`config.mk`:
```
export PLATFORM = sky130hd
export DESIGN_NAME = entity_collision_scheduler
export DESIGN_NICKNAME = d
export VERILOG_FILES = /design/src/rtl/entity_collision_scheduler.sv
export SDC_FILE = /design/constraint.sdc
export NUM_CORES = 1
export LEC_CHECK = 0
export ABC_AREA = 1
export BUFFER_PORTS_ARGS = -buffer_cell sky130_fd_sc_hd__buf_4
export CAP_MARGIN = 5
export CORE_MARGIN = 5
export CORE_UTILIZATION = 45
export CTS_CLUSTER_DIAMETER = 50
export DETAILED_ROUTE_END_ITERATION = 10
export PLACE_DENSITY = 0.66
export SLEW_MARGIN = 15
export SYNTH_ARGS = -nofsm -noshare
export SYNTH_HDL_FRONTEND = slang
export SYNTH_SLANG_ARGS = --single-unit
```
`constraint.sdc`:
```
create_clock -name clk -period 6.1 [get_ports clk]
set_input_delay 1.83 -clock clk [delete_from_list [all_inputs] [get_ports clk]]
set_output_delay 1.83 -clock clk [all_outputs]
set_load 0.02 [all_outputs]
```
`src/rtl/entity_collision_scheduler.sv`:
```
// N-channel tile-collision sweep: per frame, each channel gets a horizontal and a vertical
// four-corner probe pass through one pipelined tile lookup port. Optional RESOLVE_POS_EN adds res_pos.
module entity_collision_scheduler #(
    parameter int          N_CH        = 4,
    parameter int          HB_W        = 32,
    parameter int          HB_H        = 32,
    parameter int          LOOKUP_LAT  = 1,
    parameter logic [7:0]  SOLID_MASK  = 8'b0000_0010,
    parameter logic [7:0]  ONEWAY_MASK = 8'b0000_0100,
    parameter int          SCREEN_W    = 640,
    parameter int          SCREEN_H    = 480
) (
    input  logic                 clk,
    input  logic                 rst_n,
    input  logic                 sim_clk,
    input  logic [N_CH-1:0]      ch_en,
    input  logic [32*N_CH-1:0]   ch_state,
    output logic [9:0]           tile_x,
    output logic [9:0]           tile_y,
    input  logic [2:0]           tile_type,
    output logic [4*N_CH-1:0]    col,
    output logic                 busy,
    output logic                 done,
    output logic                 overrun
`ifdef RESOLVE_POS_EN
    ,
    output logic [20*N_CH-1:0]   res_pos
`endif
);

    localparam int CW       = (N_CH > 1) ? $clog2(N_CH) : 1;
    localparam int PASS_LEN = 4 + LOOKUP_LAT;
    localparam logic signed [11:0] XOFF = 12'(HB_W - 1);
    localparam logic signed [11:0] YOFF = 12'(HB_H - 1);
    localparam logic signed [11:0] SW12 = 12'(SCREEN_W);
    localparam logic signed [11:0] SH12 = 12'(SCREEN_H);

    typedef enum logic [2:0] {S_IDLE, S_SNAP, S_HPASS, S_VPASS, S_LATCH} state_t;

    typedef struct packed {
        logic          valid;
        logic [CW-1:0] ch;
        logic [1:0]    fidx;
        logic          oneway;
        logic          off;
    } tag_t;

    state_t        state_reg, state_next;
    logic [CW-1:0] ch_reg, ch_next;
    logic [3:0]    cyc_reg, cyc_next;

    logic sync1_reg, sync2_reg, sync3_reg;
    logic sim_edge;

    logic [N_CH-1:0]    en_reg;
    logic [32*N_CH-1:0] snap_reg;
    logic [4*N_CH-1:0]  flags_reg, flags_next;
    logic [4*N_CH-1:0]  col_reg, col_next;
    logic               done_reg, overrun_reg;
    logic [9:0]         tile_x_reg, tile_y_reg;

    tag_t tag_reg [0:LOOKUP_LAT];
    tag_t tag_in, res;
    logic hit;

    logic [31:0]        src_word;
    logic [9:0]         sx, sy;
    logic [4:0]         sxs, sys;
    logic               sxd, syd;
    logic               issue_valid, issue_v;
    logic [1:0]         probe;
    logic signed [11:0] x12, y12, xs12, ys12, nx, ny, px, py;

    assign sim_edge = sync2_reg & ~sync3_reg;
    assign busy     = (state_reg != S_IDLE);
    assign done     = done_reg;
    assign overrun  = overrun_reg;
    assign col      = col_reg;
    assign tile_x   = tile_x_reg;
    assign tile_y   = tile_y_reg;

    always_ff @(posedge clk or negedge rst_n) begin
        if (!rst_n) begin
            state_reg <= S_IDLE;
            ch_reg    <= '0;
            cyc_reg   <= '0;
        end else begin
            state_reg <= state_next;
            ch_reg    <= ch_next;
            cyc_reg   <= cyc_next;
        end
    end

    always_comb begin
        state_next = state_reg;
        ch_next    = ch_reg;
        cyc_next   = cyc_reg;
        case (state_reg)
            S_IDLE:  if (sim_edge) state_next = S_SNAP;
            S_SNAP: begin
                state_next = S_HPASS;
                ch_next    = '0;
                cyc_next   = '0;
            end
            S_HPASS: begin
                if (cyc_reg == 4'(PASS_LEN - 1)) begin
                    state_next = S_VPASS;
                    cyc_next   = '0;
                end else begin
                    cyc_next = cyc_reg + 4'd1;
                end
            end
            S_VPASS: begin
                if (cyc_reg == 4'(PASS_LEN - 1)) begin
                    cyc_next = '0;
                    if (ch_reg == CW'(N_CH - 1)) begin
                        state_next = S_LATCH;
                    end else begin
                        state_next = S_HPASS;
                        ch_next    = ch_reg + CW'(1);
                    end
                end else begin
                    cyc_next = cyc_reg + 4'd1;
                end
            end
            S_LATCH: state_next = S_IDLE;
            default: state_next = S_IDLE;
        endcase
    end

    // Probes are computed one cycle ahead so tile_x/tile_y are registered in the issue cycle;
    // the first probe of a frame is built from the live inputs while SNAP captures them.
    always_comb begin
        src_word = (state_reg == S_SNAP) ? ch_state[32*ch_next +: 32] : snap_reg[32*ch_next +: 32];
        {sx, sy, sxs, sys, sxd, syd} = src_word;
        issue_v     = (state_next == S_VPASS);
        issue_valid = ((state_next == S_HPASS) || issue_v) && (cyc_next < 4'd4);
        probe       = cyc_next[1:0];
        x12  = $signed({2'b00, sx});
        y12  = $signed({2'b00, sy});
        xs12 = $signed({7'b0000000, sxs});
        ys12 = $signed({7'b0000000, sys});
        if (issue_v) begin
            nx = x12;
            ny = syd ? (y12 - ys12) : (y12 + ys12);
        end else begin
            nx = sxd ? (x12 + xs12) : (x12 - xs12);
            ny = y12;
        end
        px = nx + (((probe == 2'd2) || (probe == 2'd3)) ? XOFF : 12'sd0);
        py = ny - (((probe == 2'd1) || (probe == 2'd2)) ? YOFF : 12'sd0);
        tag_in.valid  = issue_valid;
        tag_in.ch     = ch_next;
        tag_in.fidx   = issue_v ? (syd ? 2'd3 : 2'd1) : (sxd ? 2'd2 : 2'd0);
        tag_in.oneway = issue_v & ~syd;
        tag_in.off    = (px < 12'sd0) || (px >= SW12) || (py < 12'sd0) || (py >= SH12);
    end

    assign res = tag_reg[LOOKUP_LAT];
    assign hit = res.valid & (res.off | SOLID_MASK[tile_type] | (res.oneway & ONEWAY_MASK[tile_type]));

    always_comb begin
        flags_next = flags_reg;
        for (int i = 0; i < N_CH; i++) begin
            for (int j = 0; j < 4; j++) begin
                if (hit && (res.ch == CW'(i)) && (res.fidx == 2'(j)))
                    flags_next[4*i+j] = 1'b1;
            end
        end
    end

`ifdef RESOLVE_POS_EN
    logic [20*N_CH-1:0] pos_next, pos_reg;
    assign res_pos = pos_reg;
`endif

    genvar gi;
    generate
        for (gi = 0; gi < N_CH; gi++) begin : g_ch
            assign col_next[4*gi +: 4] = flags_next[4*gi +: 4] & {4{en_reg[gi]}};
`ifdef RESOLVE_POS_EN
            logic [31:0] w;
            logic [9:0]  x, y, nxh, nyv, rx, ry;
            assign w   = snap_reg[32*gi +: 32];
            assign x   = w[31:22];
            assign y   = w[21:12];
            assign nxh = w[1] ? (x + {5'd0, w[11:7]}) : (x - {5'd0, w[11:7]});
            assign nyv = w[0] ? (y - {5'd0, w[6:2]}) : (y + {5'd0, w[6:2]});
            assign rx  = (!en_reg[gi] || flags_next[4*gi] || flags_next[4*gi+2]) ? x : nxh;
            assign ry  = (!en_reg[gi] || flags_next[4*gi+1] || flags_next[4*gi+3]) ? y : nyv;
            assign pos_next[20*gi +: 20] = {rx, ry};
`endif
        end
    endgenerate

    always_ff @(posedge clk or negedge rst_n) begin
        if (!rst_n) begin
            sync1_reg   <= 1'b0;
            sync2_reg   <= 1'b0;
            sync3_reg   <= 1'b0;
            overrun_reg <= 1'b0;
            en_reg      <= '0;
            snap_reg    <= '0;
            flags_reg   <= '0;
            col_reg     <= '0;
            done_reg    <= 1'b0;
            tile_x_reg  <= '0;
            tile_y_reg  <= '0;
            for (int k = 0; k <= LOOKUP_LAT; k++) tag_reg[k] <= '0;
`ifdef RESOLVE_POS_EN
            pos_reg     <= '0;
`endif
        end else begin
            sync1_reg <= sim_clk;
            sync2_reg <= sync1_reg;
            sync3_reg <= sync2_reg;
            if (sim_edge && (state_reg != S_IDLE)) overrun_reg <= 1'b1;
            if (state_reg == S_SNAP) begin
                en_reg    <= ch_en;
                snap_reg  <= ch_state;
                flags_reg <= '0;
            end else begin
                flags_reg <= flags_next;
            end
            tag_reg[0] <= tag_in;
            for (int k = 1; k <= LOOKUP_LAT; k++) tag_reg[k] <= tag_reg[k-1];
            if (issue_valid) begin
                tile_x_reg <= px[9:0];
                tile_y_reg <= py[9:0];
            end
            done_reg <= (state_next == S_LATCH);
            if (state_next == S_LATCH) begin
                col_reg <= col_next;
`ifdef RESOLVE_POS_EN
                pos_reg <= pos_next;
`endif
            end
        end
    end

endmodule

```
==> metrics.txt <==
layout cells sized above 1 17.7%; Yosys reg bits 210; biggest area consumer among synthesized cells dfrtp_1; ys flop type dfrtp_1; remaining antenna violation count 0; input/output buffers 176; Vias/cell 5.04; first-pass GRT wire length 49500 um; Die Y 169 um; worst-margin pin slew 0.847 ns; max-slew violations 0; Worst Hold Depth 0; leading post-synthesis cells by instance count 494 x nand2_1, 210 x dfrtp_1, 180 x inv_1, 116 x nand3_1, 83 x o21ai_0; startpoint type of the worst setup path flop; Ports 177; hold path endpoint res[3]; most numerous cell in the Yosys netlist nand2_1; setup bufs post-CTS 0; Buf/Inv on CP 3; Tot GR Track Use 20.9%; Distinct cells, synth 45; clock slew at reported path FFs 0.06 ns; reg2reg setup slack 0.61 ns; Fmax 182 MHz; fin crit share 89.9%; CP max stage delay 0.58 ns; share of the synthesized area in the top cell type 46.0%; CP dominant cell by count nand2_1; final worst path period need 5.49 ns; RR Endpoint tag_reg[7]; outcome complete, no violations; # Max-Cap Violations 0; CTS max path bufs 3; CP max-delay cell dfrtp_1; worst path required time 6.51 ns; number of global-route vias before repair 9753; largest net degree at the start of global routing 110; RSZ-0062 raised after global routing false; Yosys warning count 0; DRT iter0 DRCs 762; PostCTS Resize Cnt 0; Area growth, synth to finish 21.4%; Rows 58; setup_tns 0 ns; final setup vio count 0; beginning of the worst hold path tag_reg[10]; async set or reset register ratio after synthesis 100%; syn nets 1640; DIE WIDTH 169 um; root buffer cell clkbuf_16; Worst EP arrival 5.90 ns; worst-path maximum fanout 52; cts bufs inserted 27; Worst-Skew Late Latency 0.53 ns; WL per Instance 15.4 um; detailed-route wire length 30300 um; top cells by area, synth dfrtp_1 46%, nand2_1 16%, inv_1 5.9%; netlist area before placement 11400 um2; CP Capture Type flop; Nets 1802; Fin. Hold Viols 0; gr ovfl total 0; RePlAce Congestion 0.918; 1st-pass router iterations 6; CTS HTree Levels 1; CTS hold repair buffers 0; delay-heaviest family, CP simple AND/OR/NAND/NOR gates; Slew HR 43.6%; Core Box Area 25100 um2; R2R Path Start state_reg[0]; sequential fraction of the synthesis area 46.0%; n_diodes 0; Post-synth EDFFs 0; Largest register FFs 128; # clock sinks 210; clk_skew 0.0113 ns; detailed-route via count 9936; Syn Inst Count 1462; starting density of the core 45.5%; DRC Markers 0; CP Class reg -> reg; antenna violations before repair 0; post-DP HPWL 21600 um; Avg Inst Size Synth 7.82 um2; R2R depth 25; HP Class reg -> reg; die footprint 28700 um2; CTS tree built
==> area by class of cell <==
class                           instances  area, um2
Clock buffer                           32        704
Clock inverter                         13        158
Fill cell                            2408      11200
Inverter                              188        706
Multi-Input combinational cell       1004       5150
Sequential cell                       210       5260
Tap cell                              330        413
Timing Repair Buffer                  193       1490
==> cells by family (layout without fill, tap and decap cells) <==
logic type	Yosys count	count (layout)	share of synthesized area, %
adder cells (fa/ha/maj)	40	40	4.77
flip-flops	210	210	46.0
buffers and inverters	248	426	9.09
AND/OR/NAND/NOR	738	738	27.2
AO/OA/AOI/OAI	184	184	9.48
XOR/XNOR	15	15	1.15
multiplexers	27	27	2.36
==> placed cells by master, fill, tap and decap left out, types with 3 or more instances in the layout <==
master,Yosys,routed
nand3b_1,5,5
nand3_1,116,116
fa_1,6,6
o31ai_1,3,3
nand4_1,5,5
clkinv_4,0,3
nor2_4,4,5
o21bai_1,18,18
dfrtp_1,210,210
buf_12,0,3
bufinv_16,0,3
inv_2,7,7
clkbuf_1,21,4
clkinv_2,0,5
a21oi_1,26,26
xor2_1,13,13
buf_4,8,189
ha_1,34,34
nor2_1,69,68
nand2_1,494,494
o21ai_1,5,5
and2_1,3,3
o22ai_1,22,22
o211ai_1,11,11
a31oi_1,4,4
nor2_2,3,3
o21ai_0,83,83
clkbuf_16,0,27
o21ai_2,3,3
inv_1,180,180
or2_2,17,17
nand2_2,16,16
mux2i_1,27,27
==> per-layer routing <==
| layer | up-vias | part of all wire (%) | track usage [%] |
|---|---|---|---|
| li1 | 4941 | - | - |
| met1 | 4694 | 47 | 30.8 |
| met2 | 264 | 47 | 33.4 |
| met3 | 37 | 5.0 | 2.59 |
| met4 | 0 | 1.6 | 4.62 |
| met5 | - | 0 | 0 |
==> worst max path at each step <==
stage,start,to,cells after the start
global placement,ch_state[67],tag_reg[7],30
detailed placement,ch_state[67],tag_reg[7],25
CTS,cyc_reg[0],tag_reg[7],27
finish,state_reg[0],tag_reg[7],25
global route,cyc_reg[0],tag_reg[7],32
floorplan,ch_state[67],tag_reg[7],24
==> through the flow <==
stage | cell area [um2] | utilization (%) | setup WS [ns] | hold slack, ns | std cells
after floorplan | 11400 | - | 1.14 | 0.331 | 1462
after global placement | 13000 | 51.8 | 0.629 | 0.333 | 1925
after detailed placement | 13000 | 51.8 | 0.514 | 0.337 | 1925
after CTS | 13900 | 55.3 | 0.653 | 0.349 | 1970
after global routing | 13900 | 55.3 | 0.0122 | 0.361 | 1970
final | 13900 | 55.3 | 0.613 | 0.346 | 1970
Power is not shown: default switching activity piles up to over one toggle a cycle in this logic, so the estimate is an artifact.
